`src/rtl/mem_arb_pkg.sv`:
```
// Shared types and constants for the two-port memory arbiter.
// Optional MEM_ARB_FIXED_PRIO_EN selects fixed priority instead of round-robin.
package mem_arb_pkg;

    localparam int unsigned AW_DEF = 8;
    localparam int unsigned DW_DEF = 16;

    typedef enum logic [1:0] {
        IDLE  = 2'd0,
        ISSUE = 2'd1,
        WAIT  = 2'd2
    } state_t;

    typedef logic port_id_t;

endpackage

```
`src/rtl/rr_arbiter2.sv`:
```
// Combinational two-requester arbiter producing a one-hot grant.
// With MEM_ARB_FIXED_PRIO_EN defined the tie-break is fixed to port 0.
module rr_arbiter2
    import mem_arb_pkg::*;
(
    input  logic       valid0,
    input  logic       valid1,
    input  port_id_t   last_grant,
    input  logic       enable,
    output logic [1:0] grant
);

`ifdef MEM_ARB_FIXED_PRIO_EN
    logic unused_last_grant;
    assign unused_last_grant = last_grant;

    assign grant[0] = enable & valid0;
    assign grant[1] = enable & valid1 & ~valid0;
`else
    // On a tie the port that did not win last time is served.
    assign grant[0] = enable & valid0 & (~valid1 | last_grant);
    assign grant[1] = enable & valid1 & (~valid0 | ~last_grant);
`endif

endmodule

```
`src/rtl/mem_arbiter.sv`:
```
// Shares one synchronous single-port RAM between two masters, one access in flight.
// Define MEM_ARB_FIXED_PRIO_EN for fixed port-0 priority; default is round-robin.
module mem_arbiter
    import mem_arb_pkg::*;
#(
    parameter int unsigned AW = AW_DEF,
    parameter int unsigned DW = DW_DEF
) (
    input  logic          clk,
    input  logic          rst,
    input  logic          req0_valid,
    input  logic          req0_we,
    input  logic [AW-1:0] req0_addr,
    input  logic [DW-1:0] req0_wdata,
    output logic          req0_ready,
    output logic          req0_rvalid,
    output logic [DW-1:0] req0_rdata,
    input  logic          req1_valid,
    input  logic          req1_we,
    input  logic [AW-1:0] req1_addr,
    input  logic [DW-1:0] req1_wdata,
    output logic          req1_ready,
    output logic          req1_rvalid,
    output logic [DW-1:0] req1_rdata,
    output logic          mem_en,
    output logic          mem_we,
    output logic [AW-1:0] mem_addr,
    output logic [DW-1:0] mem_wdata,
    input  logic [DW-1:0] mem_rdata,
    output logic          busy
);

    state_t        state;
    state_t        state_next;
    logic [1:0]    grant;
    port_id_t      last_grant;
    port_id_t      win_id;
    port_id_t      op_id;
    logic          op_we;
    logic          accept;
    logic          sel_we;
    logic [AW-1:0] sel_addr;
    logic [DW-1:0] sel_wdata;

    rr_arbiter2 u_arb (
        .valid0     (req0_valid),
        .valid1     (req1_valid),
        .last_grant (last_grant),
        .enable     (state == IDLE),
        .grant      (grant)
    );

    assign sel_we    = win_id ? req1_we    : req0_we;
    assign sel_addr  = win_id ? req1_addr  : req0_addr;
    assign sel_wdata = win_id ? req1_wdata : req0_wdata;

    always_ff @(posedge clk) begin
        if (rst) begin
            state <= IDLE;
        end else begin
            state <= state_next;
        end
    end

    // Next state and the combinational accept handshake
    always_comb begin
        state_next = state;
        accept     = 1'b0;
        win_id     = 1'b0;
        req0_ready = grant[0];
        req1_ready = grant[1];
        case (state)
            IDLE: begin
                if (|grant) begin
                    accept     = 1'b1;
                    win_id     = port_id_t'(grant[1]);
                    state_next = ISSUE;
                end
            end
            ISSUE:   state_next = WAIT;
            WAIT:    state_next = IDLE;
            default: state_next = IDLE;
        endcase
    end

`ifdef MEM_ARB_FIXED_PRIO_EN
    assign last_grant = 1'b1;
`else
    always_ff @(posedge clk) begin
        if (rst) begin
            last_grant <= 1'b1;
        end else if (accept) begin
            last_grant <= win_id;
        end
    end
`endif

    // Memory command, read return and busy registers
    always_ff @(posedge clk) begin
        if (rst) begin
            op_id       <= 1'b0;
            op_we       <= 1'b0;
            mem_en      <= 1'b0;
            mem_we      <= 1'b0;
            mem_addr    <= '0;
            mem_wdata   <= '0;
            req0_rvalid <= 1'b0;
            req1_rvalid <= 1'b0;
            req0_rdata  <= '0;
            req1_rdata  <= '0;
            busy        <= 1'b0;
        end else begin
            mem_en      <= 1'b0;
            mem_we      <= 1'b0;
            req0_rvalid <= 1'b0;
            req1_rvalid <= 1'b0;
            busy        <= (state_next != IDLE);
            if (accept) begin
                op_id     <= win_id;
                op_we     <= sel_we;
                mem_en    <= 1'b1;
                mem_we    <= sel_we;
                mem_addr  <= sel_addr;
                mem_wdata <= sel_wdata;
            end
            if (state == WAIT && !op_we) begin
                if (op_id) begin
                    req1_rdata  <= mem_rdata;
                    req1_rvalid <= 1'b1;
                end else begin
                    req0_rdata  <= mem_rdata;
                    req0_rvalid <= 1'b1;
                end
            end
        end
    end

endmodule

```
`config.mk`:
```
export PLATFORM = sky130hd
export DESIGN_NAME = mem_arbiter
export DESIGN_NICKNAME = d
export VERILOG_FILES = /design/src/rtl/mem_arb_pkg.sv /design/src/rtl/rr_arbiter2.sv /design/src/rtl/mem_arbiter.sv
export SDC_FILE = /design/constraint.sdc
export NUM_CORES = 1
export LEC_CHECK = 0
export ABC_CLOCK_PERIOD_IN_PS = 2300
export CAP_MARGIN = 40
export CELL_PAD_IN_SITES_DETAIL_PLACEMENT = 1
export CELL_PAD_IN_SITES_GLOBAL_PLACEMENT = 2
export CORE_UTILIZATION = 19
export DETAILED_ROUTE_END_ITERATION = 7
export PLACE_DENSITY = 0.8
export SYNTH_ARGS = -nofsm -noshare
export SYNTH_HDL_FRONTEND = slang
export SYNTH_HIERARCHICAL = 1
export SYNTH_SLANG_ARGS = --single-unit
```
`constraint.sdc`:
```
create_clock -name clk -period 2.3 [get_ports clk]
set_clock_uncertainty 0.15 [all_clocks]
set_input_delay 0.69 -clock clk [delete_from_list [all_inputs] [get_ports clk]]
set_output_delay 0.69 -clock clk [all_outputs]
set_load 0.02 [all_outputs]
```
# Word level (Yosys, flattened, before mapping)
# Index checks and enable logic that the tools add are counted.
# classes
eq_ne	2
muxes	12
n_bitwise	12
reduce_logical	9
# ops
operator	count
$mux 16	1
$mux 1	8
$mux 8	1
$not 1->1	6
$reduce_or 2->1	3
$and 1x1->1	4
$pmux 2 s2	1
$reduce_and 2->1	2
$eq 2x1->1 const B	1
$eq 2x2->1 const B	1
$logic_not 2->1	1
$mux 2	1
$or 1x1->1	2
$reduce_bool 2->1	1
$logic_and 1x1->1	1
$logic_not 1->1	1
# word_totals
output_inout_bits	63
in_bits	70
reg_bits	66

# Depth between registers and ports, before layout
# Gate-level depths: netlist of the first run.
# depth
word_depth	8
ltp_mapped	9
depth_no_buf	6

# Hierarchy
# Netlist of the first run, hierarchy kept.
# modules_own_cells
module	cells_per_inst	area_per_inst_um2	seq_area_each_um2	instances
mem_arbiter	281	2482.4	1321.3	1
rr_arbiter2	5	21.3	0.0	1

# Worst setup path before layout of the first run
# No wires, ideal clock.
# synth_path
path_type	reg-to-reg
startpoint	reg state[1]
endpoint	reg mem_wdata[2]
required_time_ns	2.055
slack_ns	-0.327
period_less_slack_ns	2.627
setup_ns	0.095
arrival_time_ns	2.382
stages_incl_launch_ff	10
cell_sequence	dfxtp_1 -> nor2_4 -> clkbuf_1 -> nand2_1 -> a21oi_1 -> nand2b_1 -> clkbuf_1 -> buf_4 -> o22ai_1 -> a221oi_1
# synth_via
elab_chain_len	7
# synth_lines
element	line	rtl
start, declared	mem_arbiter.sv:33	state_t state;
start signal, assigned	mem_arbiter.sv:61	state <= state_next;
$logic_not 2->1 (*)	mem_arbiter.sv:49	.enable (state == IDLE),
$and 1x1->1 (*) (2 in a row)	rr_arbiter2.sv:22	assign grant[1] = enable & valid1 & (~valid0 | ~last_grant);
net req1_ready	mem_arbiter.sv:22	output logic req1_ready,
$reduce_or 2->1	mem_arbiter.sv:74	if (|grant) begin
$mux 1	mem_arbiter.sv:74	
$mux 1	mem_arbiter.sv:72	case (state)
$mux 16	mem_arbiter.sv:55	assign sel_wdata = win_id ? req1_wdata : req0_wdata;
end signal, assigned	mem_arbiter.sv:124	mem_wdata <= sel_wdata;
end, declared	mem_arbiter.sv:28	output logic [DW-1:0] mem_wdata,
# The timed path passes the listed nets; every way through them passes the cells marked *.
# A chain may end at the register's enable or synchronous reset.

# Final worst setup path of the first run
# layout_path
startpoint	in req1_valid
endpoint	out req0_ready
# layout_via
elab_chain_len	3
# layout_lines
element	line	rtl
start, declared	mem_arbiter.sv:18	input logic req1_valid,
$not 1->1	rr_arbiter2.sv:21	assign grant[0] = enable & valid0 & (~valid1 | last_grant);
$or 1x1->1	rr_arbiter2.sv:21	
$and 1x1->1	rr_arbiter2.sv:21	
end, declared	mem_arbiter.sv:15	output logic req0_ready,
# Every way passes these cells.

==> results.py, run 1 <==
metrics = {
    "cts": {
        "clock_sinks": 66,
        "holdBufCountCts": 0,
        "cts_root_buf": "clkbuf_16",
        "path_clk_slew_ns": 0.05,
        "h-tree-depth": 3,
        "cts_tree": "yes",
        "clk_latency_ns": 0.32,
        "cts_buffers": 9,
        "ctsLongestPathBuffers": 2,
    },
    "worst_setup_path": {
        "crit_type": "input port to primary output",
        "crit_required_ns": 1.46,
        "cp_top_family": "buffers and inverters",
        "end_kind": "primary output",
        "critPathLaunchType": "input port",
        "crit_fanout": 2,
        "crit_chain": "dlygate4sd2_1 -> buf_4 -> a21oi_4 -> buf_6",
        "crit_path_top_delay_cell": "dlygate4sd2_1",
        "path_buf_inv": 3,
        "slowest_delay_ns": 0.25,
        "cp.arrival_ns": 1.37,
    },
    "placed_design": {
        "gp_congestion": 0.760,
        "post-place-ws_ns": -0.560,
        "hpwl_um": 6390,
        "port_buffers": 132,
        "dp.cells": 584,
    },
    "timing": {
        "worstMarginPinSlew_ns": 0.730,
        "drv_slew": 0,
        "setup_ws_ns": 0.0865,
        "min_period_over_period": 0.962,
        "min_period_ns": 2.21,
        "tns_ns": 0,
        "rsz0062_at_grt": "no",
        "hold_violations": 0,
        "max_slew_margin": 0.513,
        "setup_viol": 0,
        "fmaxAchievable_ghz": 0.452,
    },
    "floorplanning": {
        "io_pins": 133,
        "start_util": 0.197,
        "coreArea_mm2": 0.0127,
        "design.die.area_mm2": 0.0136,
        "die_y_um": 117,
        "rows": 41,
        "die_w_um": 117,
    },
    "global_routing": {
        "grt_max_degree": 35,
        "first_global_vias": 2682,
        "grt_pass1_wl_um": 13600,
        "gr-total-overflow": 0,
        "antenna_found_initial": 0,
        "grtUsageTotal": 0.132,
    },
    "layout": {
        "drive_gt1_frac": 0.110,
        "fillers": 1542,
        "n_antenna_cell": 0,
        "area_growth_pct": 75.2,
        "fin_nets": 494,
        "fin_cells": 600,
    },
    "yosys": {
        "synth_mux_area_frac": 0,
        "synthSimpleGateAreaFrac": 0.154,
        "syn_area_mm2": 0.00250,
        "synth-compound-area-share": 0.231,
        "yosysSeqAreaShare": 0.528,
        "synth_xor_area_frac": 0,
        "synth.avg_cell_area_um2": 8.75,
        "synth_fp_nets": 356,
        "synthAdderAreaFrac": 0,
        "synthCells": 286,
        "synth_top_family_by_area": "compound AO/OA/AOI/OAI gates",
        "yosys_warnings": 6,
        "ys_types": 32,
        "ys_seq_elements": 66,
    },
    "route": {
        "drtIter0Drc": 72,
        "drc": 0,
        "ant_nets": 0,
        "wl_per_cell_um": 14.6,
        "drt_wl_total_um": 8750,
        "num_vias": 2587,
        "viasPerCell": 4.31,
        "drt-pass1-iter-count": 4,
    },
    "power_and_ir_drop": {
        "peakVddDrop_mv": 0.294,
        "power_mw": 3.53,
        "leakage_nw": 1.56,
        "power.density_mw_per_mm2": 804,
    },
    "outcome": {
        "status": "complete, no violations",
    },
    "min_path": {
        "hp-class": "register to register",
    },
    "flow_run": {
        "drv_cap": 0,
    },
}
path summary, 6_finish.rpt:
kind	from	to	slack [ns]	cells after the start
max	req1_valid	req0_ready	0.09	4
min	req0_rdata[2]$_SDFFE_PP0P_	req0_rdata[2]$_SDFFE_PP0P_	0.30	2
max reg2reg	state[1]$_SDFF_PP0_	last_grant$_SDFFE_PP1P_	0.34	7
min reg2reg	req0_rdata[2]$_SDFFE_PP0P_	req0_rdata[2]$_SDFFE_PP0P_	0.30	2
power breakdown:
part | leakage [nW] | switching, mW | internal [mW]
logic | 0.879 | 0.473 | 0.481
registers | 0.539 | 0.0685 | 1.26
clock network | 0.138 | 0.465 | 0.776
total | 1.56 | 1.01 | 2.52
flip-flops by register name, indices dropped and copies added (netlist names):
signal / cells
req0_rvalid: 1
req1_rvalid: 1
last_grant: 1
busy: 1
mem_we: 1
req1_rdata: 16
mem_wdata: 16
op_we: 1
op_id: 1
state: 2
mem_en: 1
mem_addr: 8
req0_rdata: 16
logic make-up (layout without fill, tap and decap cells):
kind of cell	after synthesis	after routing
AO/OA/AOI/OAI	88	88
AND/OR/NAND/NOR	83	83
flip-flops	66	66
buffers and inverters	49	191
timing repair:
item,CTS,global route
setup endpoints to repair,2,0
resized for setup,15,0
hold endpoints to repair,0,0
buffers inserted,1,0
metrics by stage:
| stage | area [µm²] | utilization | hold slack [ns] |
|---|---|---|---|
| after floorplan | 2530 | - | 0.383 |
| after global placement | 4100 | 0.323 | 0.295 |
| after CTS | 4390 | 0.345 | 0.307 |
| after global routing | 4390 | 0.345 | 0.326 |
| final | 4390 | 0.345 | 0.304 |
| after detailed placement | 4100 | 0.323 | 0.300 |
cells in the final DEF, fill, tap and decap left out, types with 2 or more instances in the layout:
cell type,n
a21oi_1,32
clkinv_2,3
nand2_2,3
buf_6,2
dlygate4sd2_1,2
a21oi_4,2
dfxtp_1,66
clkdlybuf4s50_1,127
buf_4,15
a221oi_1,24
buf_12,3
o22ai_1,24
nand2_1,63
inv_1,25
clkbuf_16,9
clkbuf_8,2
nor2_1,6
cell usage after synthesis (all sizes together):
cell type | number | area (µm²)
nand4bb | 1 | 11.3
a221oi | 24 | 210
clkbuf | 15 | 57.6
buf | 8 | 61.3
o22ai | 24 | 150
a22oi | 1 | 7.51
o21bai | 1 | 7.51
dfxtp | 66 | 1320
a221o | 1 | 10.0
o2bb2ai | 1 | 8.76
or4b | 1 | 10.0
and4bb | 1 | 12.5
nor3b | 1 | 7.51
a21oi | 34 | 170
o21ai | 1 | 8.76
nor4b | 1 | 23.8
or3b | 1 | 8.76
nor2b | 1 | 6.26
nor2 | 7 | 33.8
inv | 26 | 97.6
or3 | 1 | 7.51
a31oi | 1 | 6.26
and2 | 1 | 6.26
nand2b | 1 | 6.26
nand2 | 66 | 253
layer usage:
layer,part of all wire,GRT usage
met5,0,0
met4,0.013,0.0447
met3,0.051,0.0371
met2,0.51,0.232
met1,0.43,0.154
worst register-to-register path, delay by kind of cell, from the launching register on:
kind            cells  cell delay, ns
buf+inv             2            0.24
simple gates        3            0.69
flops               1            0.33
compound gates      2            0.43
layout make-up:
cell class,count,area (µm²),share of cell area
clock buffers,12,256,0.0585
multi-input cells,171,991,0.226
well taps,172,215,0.0491
clock inverters,3,15.0,0.00342
repair buffers,150,1490,0.340
flip-flops and latches,66,1320,0.301
inverters,26,97.6,0.0223
Power figures use the tool's default switching activity.
==> run 2, diff against run 1 <==
- CORE_UTILIZATION: 19 -> 30
- DONT_BUFFER_PORTS: default -> 1
- PLACE_DENSITY: 0.8 -> 0.77
==> results.py, run 2 (synthesis gave the netlist of run 1 again) <==
metrics = {
    "global_routing": {
        "grtUsageTotal": 0.164,
        "antenna_found_initial": 0,
        "grt_max_degree": 67,
        "first_global_vias": 2159,
        "grt_pass1_wl_um": 11100,
        "gr-total-overflow": 0,
    },
    "worst_setup_path": {
        "crit_required_ns": 1.46,
        "endpoint": "req1_ready",
        "crit_path_top_delay_cell": "dfxtp_1",
        "end_kind": "primary output",
        "reg2reg_from": "state[0]$_SDFF_PP0_",
        "worstSetupPathDepth": 4,
        "crit_fanout": 7,
        "crit_type": "register to primary output",
        "crit_chain": "nor2_4 -> nand2_1 -> a21oi_4 -> buf_4",
        "cp_top_family": "flip-flops",
        "critPathLaunchType": "register",
        "cp-startpoint": "state[1]$_SDFF_PP0_",
        "path_buf_inv": 1,
        "r2r-end": "req0_rdata[4]$_SDFFE_PP0P_",
        "slowest_delay_ns": 0.34,
        "r2r.worst_path.cells": 4,
        "cp.arrival_ns": 1.30,
        "r2r_slack_ns": 0.45,
    },
    "route": {
        "viasPerCell": 5.25,
        "drt_wl_total_um": 6850,
        "drc": 0,
        "ant_nets": 0,
        "drtIter0Drc": 32,
        "num_vias": 2057,
        "drt-pass1-iter-count": 4,
        "wl_per_cell_um": 17.5,
    },
    "placed_design": {
        "dp.cells": 376,
        "gp_congestion": 0.772,
        "hpwl_um": 4670,
        "port_buffers": 0,
    },
    "cts": {
        "path_clk_slew_ns": 0.07,
        "post_cts_resized": 0,
        "cts_tree": "yes",
        "clock_sinks": 66,
        "clk_latency_ns": 0.33,
        "post_cts_buffers": 0,
        "h-tree-depth": 3,
        "holdBufCountCts": 0,
        "cts_root_buf": "clkbuf_8",
        "ctsLongestPathBuffers": 2,
        "cts_buffers": 9,
    },
    "timing": {
        "hold_violations": 0,
        "min_period_ns": 2.14,
        "rsz0062_at_grt": "no",
        "fmaxAchievable_ghz": 0.467,
        "tns_ns": 0,
        "setup_viol": 0,
        "worstMarginPinSlew_ns": 0.682,
        "min_period_over_period": 0.931,
        "max_slew_margin": 0.546,
        "drv_slew": 0,
    },
    "layout": {
        "fin_cells": 392,
        "n_antenna_cell": 0,
        "reg_top3": "mem_wdata (16), req0_rdata (16), req1_rdata (16)",
        "area_growth_pct": 11.6,
        "drive_gt1_frac": 0.121,
        "final_common_cell": "dfxtp_1",
        "final_cell_mix": "66 x dfxtp_1, 64 x nand2_1, 32 x a21oi_1, 25 x inv_1",
        "fin_nets": 355,
    },
    "power_and_ir_drop": {
        "peakVddDrop_mv": 0.404,
        "power.density_mw_per_mm2": 980,
        "leakage_nw": 0.963,
        "power_mw": 2.74,
    },
    "floorplanning": {
        "design.die.area_mm2": 0.00872,
        "start_util": 0.317,
        "coreArea_mm2": 0.00789,
        "die_y_um": 93.4,
        "io_pins": 133,
        "die_w_um": 93.4,
        "rows": 32,
    },
    "outcome": {
        "status": "complete, no violations",
    },
    "min_path": {
        "whs_path_depth": 1,
        "hp-class": "input port to register",
    },
    "flow_run": {
        "drv_cap": 0,
    },
}
run 2: metrics by stage:
stage | cell area (µm²) | setup WS [ns] | util | hold WS (ns)
2_1_floorplan | 2530 | 0.114 | - | 0.383
3_3_place_gp | 2630 | 0.319 | 0.333 | 0.388
3_5_place_dp | 2630 | 0.295 | 0.333 | 0.396
4_1_cts | 2790 | 0.129 | 0.354 | 0.257
5_1_grt | 2790 | 0.0823 | 0.354 | 0.253
6_report | 2790 | 0.159 | 0.354 | 0.276
run 2: cell type report:
cell class                 count  area, µm²
clock inverter                 3       15.0
inverter                      26       97.6
multi-input combinational    171        988
sequential                    66       1320
fill                         929       5090
clock buffer                  13        149
timing repair buffer          11       95.1
tap                          102        128
run 2: metal layers:
layer	vias to the layer above	track usage	routed length, µm
met3	9	0.0488	400
li1	995	-	-
met5	-	0	0
met4	0	0.0731	115
met1	996	0.194	2990
met2	57	0.272	3350
run 2: how the worst min path moves through the flow:
stage / slack, ns / to / startpoint
floorplan: 0.38 / req0_rdata[10]$_SDFFE_PP0P_ / req0_rdata[10]$_SDFFE_PP0P_
global placement: 0.39 / req0_rdata[5]$_SDFFE_PP0P_ / req0_rdata[5]$_SDFFE_PP0P_
detailed placement: 0.40 / req0_rdata[7]$_SDFFE_PP0P_ / req0_rdata[7]$_SDFFE_PP0P_
CTS: 0.26 / req0_rdata[15]$_SDFFE_PP0P_ / rst
global route: 0.25 / req0_rdata[14]$_SDFFE_PP0P_ / rst
finish: 0.28 / req0_rdata[10]$_SDFFE_PP0P_ / rst
run 2: report_power, final:
group / internal [mW] / switching, mW
clock network: 0.417 / 0.424
logic: 0.178 / 0.239
registers: 1.26 / 0.217
total: 1.86 / 0.880
==> RTL change (flow settings as in run 1) <==
`DW_DEF`: 16 -> 20.
--- a/src/rtl/mem_arb_pkg.sv
+++ b/src/rtl/mem_arb_pkg.sv
@@ -5,3 +5,3 @@
     localparam int unsigned AW_DEF = 8;
-    localparam int unsigned DW_DEF = 16;
+    localparam int unsigned DW_DEF = 20;
 
Ports: changed (6 resized); port bits go from 133 to 157. No check against the original RTL was run, so the function may have changed too.
==> RTL change against run 1 <==
  * The flow now finishes with violations (DRC)
  * Synthesized area is 16% higher
  * Power increased by 18%
  * Setup slack better by 67 ps
  * Critical path depth down 3
  * Fmax up 3.1%
  * Non-clock buffer count rose by 23
  * Routed wire length grew 21%
  * Sequential cell count grew 12
  * Final area increased by 15%
  * Synthesized cell count grew 19%
  * Highest routed layer unchanged
==> RTL change: results (changes against run 1) <==
[drt]
drtIter0Drc=106  ; +47%
drt-met1-wl_microns=4280  ; +14%
route.met2.wl_microns=5630  ; +27%
wl_per_cell_microns=15.5  ; +6.0%
remaining_drc_errors=8  ; +8
first_pass_iters=6  ; +2
wl_met3_microns=485  ; +9.2%
avgViaCountPerCell=4.47  ; +3.8%

[yosys]
ys_async_sr_fraction=0  ; unchanged
synthDistinctLibCells=29  ; -9.4%
synth_area_leaders=dfxtp_1, nand2_1, a221oi_1, a21oi_1, o22ai_1
avgSynthCellArea_sq_um=8.54  ; -2.4%
synth_nets=421  ; +18%
yosysSeqAreaShare=0.539  ; +0.0114
yosys-top-cells-count=nand2_1, dfxtp_1, a21oi_1, inv_1

[critical_path]
r2r_cells=8  ; +1
max_stage_delay_ps=630  ; +380 ps
cp_data_arrival_time_ps=1310  ; -60 ps
setup.worst_path.end=mem_wdata[8]
rrSetupSlack_ps=370  ; +30 ps
slowest_stage=clkdlybuf4s50_1
startpoint=mem_wdata[8]
r2r-end=mem_addr[6]

[layout]
drive_gt1_frac=0.0840  ; -0.0258
reg.largest.list=mem_wdata: 20 flops, req0_rdata: 20 flops, req1_rdata: 20 flops
nNonClkBuffers=173  ; +15%
num-multi-input-gates=203  ; +19%
final_nets=577  ; +17%
fill_cells=1724  ; +12%
multi_input_area_sq_mm=0.00111  ; +12%
inv_count=30  ; +15%
area_share_nonclk_buffers=0.340  ; about the same
nClkBuffers=13  ; +1
seq_share=0.309  ; +0.00755
utilization=0.344  ; -0.000736
final-clk-cell-share=0.0634  ; +0.00144
final_cell_count_no_fill=684  ; +14%
seq_cell_count=78  ; +18%

[place]
gp_congestion=0.702  ; -7.5%
port_buffers=156  ; +18%
placed_area_sq_mm=0.00474  ; +15%
hpwl_microns=7570  ; +18%
dp_cells=668  ; +14%

[global_routing]
grt_pass1_wl_microns=17200  ; +26%
grt_usage=0.140  ; +0.00865
grt_max_degree=43  ; +23%
first_global_vias=3352  ; +25%

[clock_tree]
postCtsSetupRepairBufs=0  ; -1

[power_and_ir_drop]
peakVddDrop_mv=0.342  ; +16%
clock_power_share=0.364  ; +0.012
p_leak_nw=1.80  ; +15%
power_density_mw_per_mm2=820  ; +2.0%
p_comb_mw=1.08  ; +13%
internal_power_mw=2.98  ; +18%

[outcome]
violations=DRC
status=finished with violations

[timing]
worstMarginPinSlew_ps=489  ; -241 ps

[RTL change: cell count changes after synthesis, sizes merged, moves of 4 or more]
cell	run 1	this run
nand2	66	82
a21oi	34	42
a221oi	24	28
buf	8	15
o22ai	24	28
inv	26	30
dfxtp	66	78
[RTL change: per-stage QoR]
stage	hold WS, ps	setup slack, ps
final	304	153
after global routing	333	88.1
after floorplan	352	27.3
after detailed placement	299	-571
after CTS	308	118
after global placement	293	-538
[RTL change: kinds of logic (layout without fill, tap and decap cells)]
family          count (synthesis)  in the layout  synth area share
compound gates                104            104             0.233
simple gates                   99             99             0.145
flops                          78             78             0.539
buf+inv                        58            219            0.0825
[RTL change: timing repair]
item,CTS,global route
resized for setup,13,0
setup endpoints to repair,2,0
endpoints found under the hold margin,0,0
hold buffers,0,0
[RTL change: per-layer routing]
metal  global-route usage  vias up
met4               0.0603        0
met2                0.258       74
met3               0.0338       12
met5                    0        -
li1                     -     1484
met1                0.152     1490
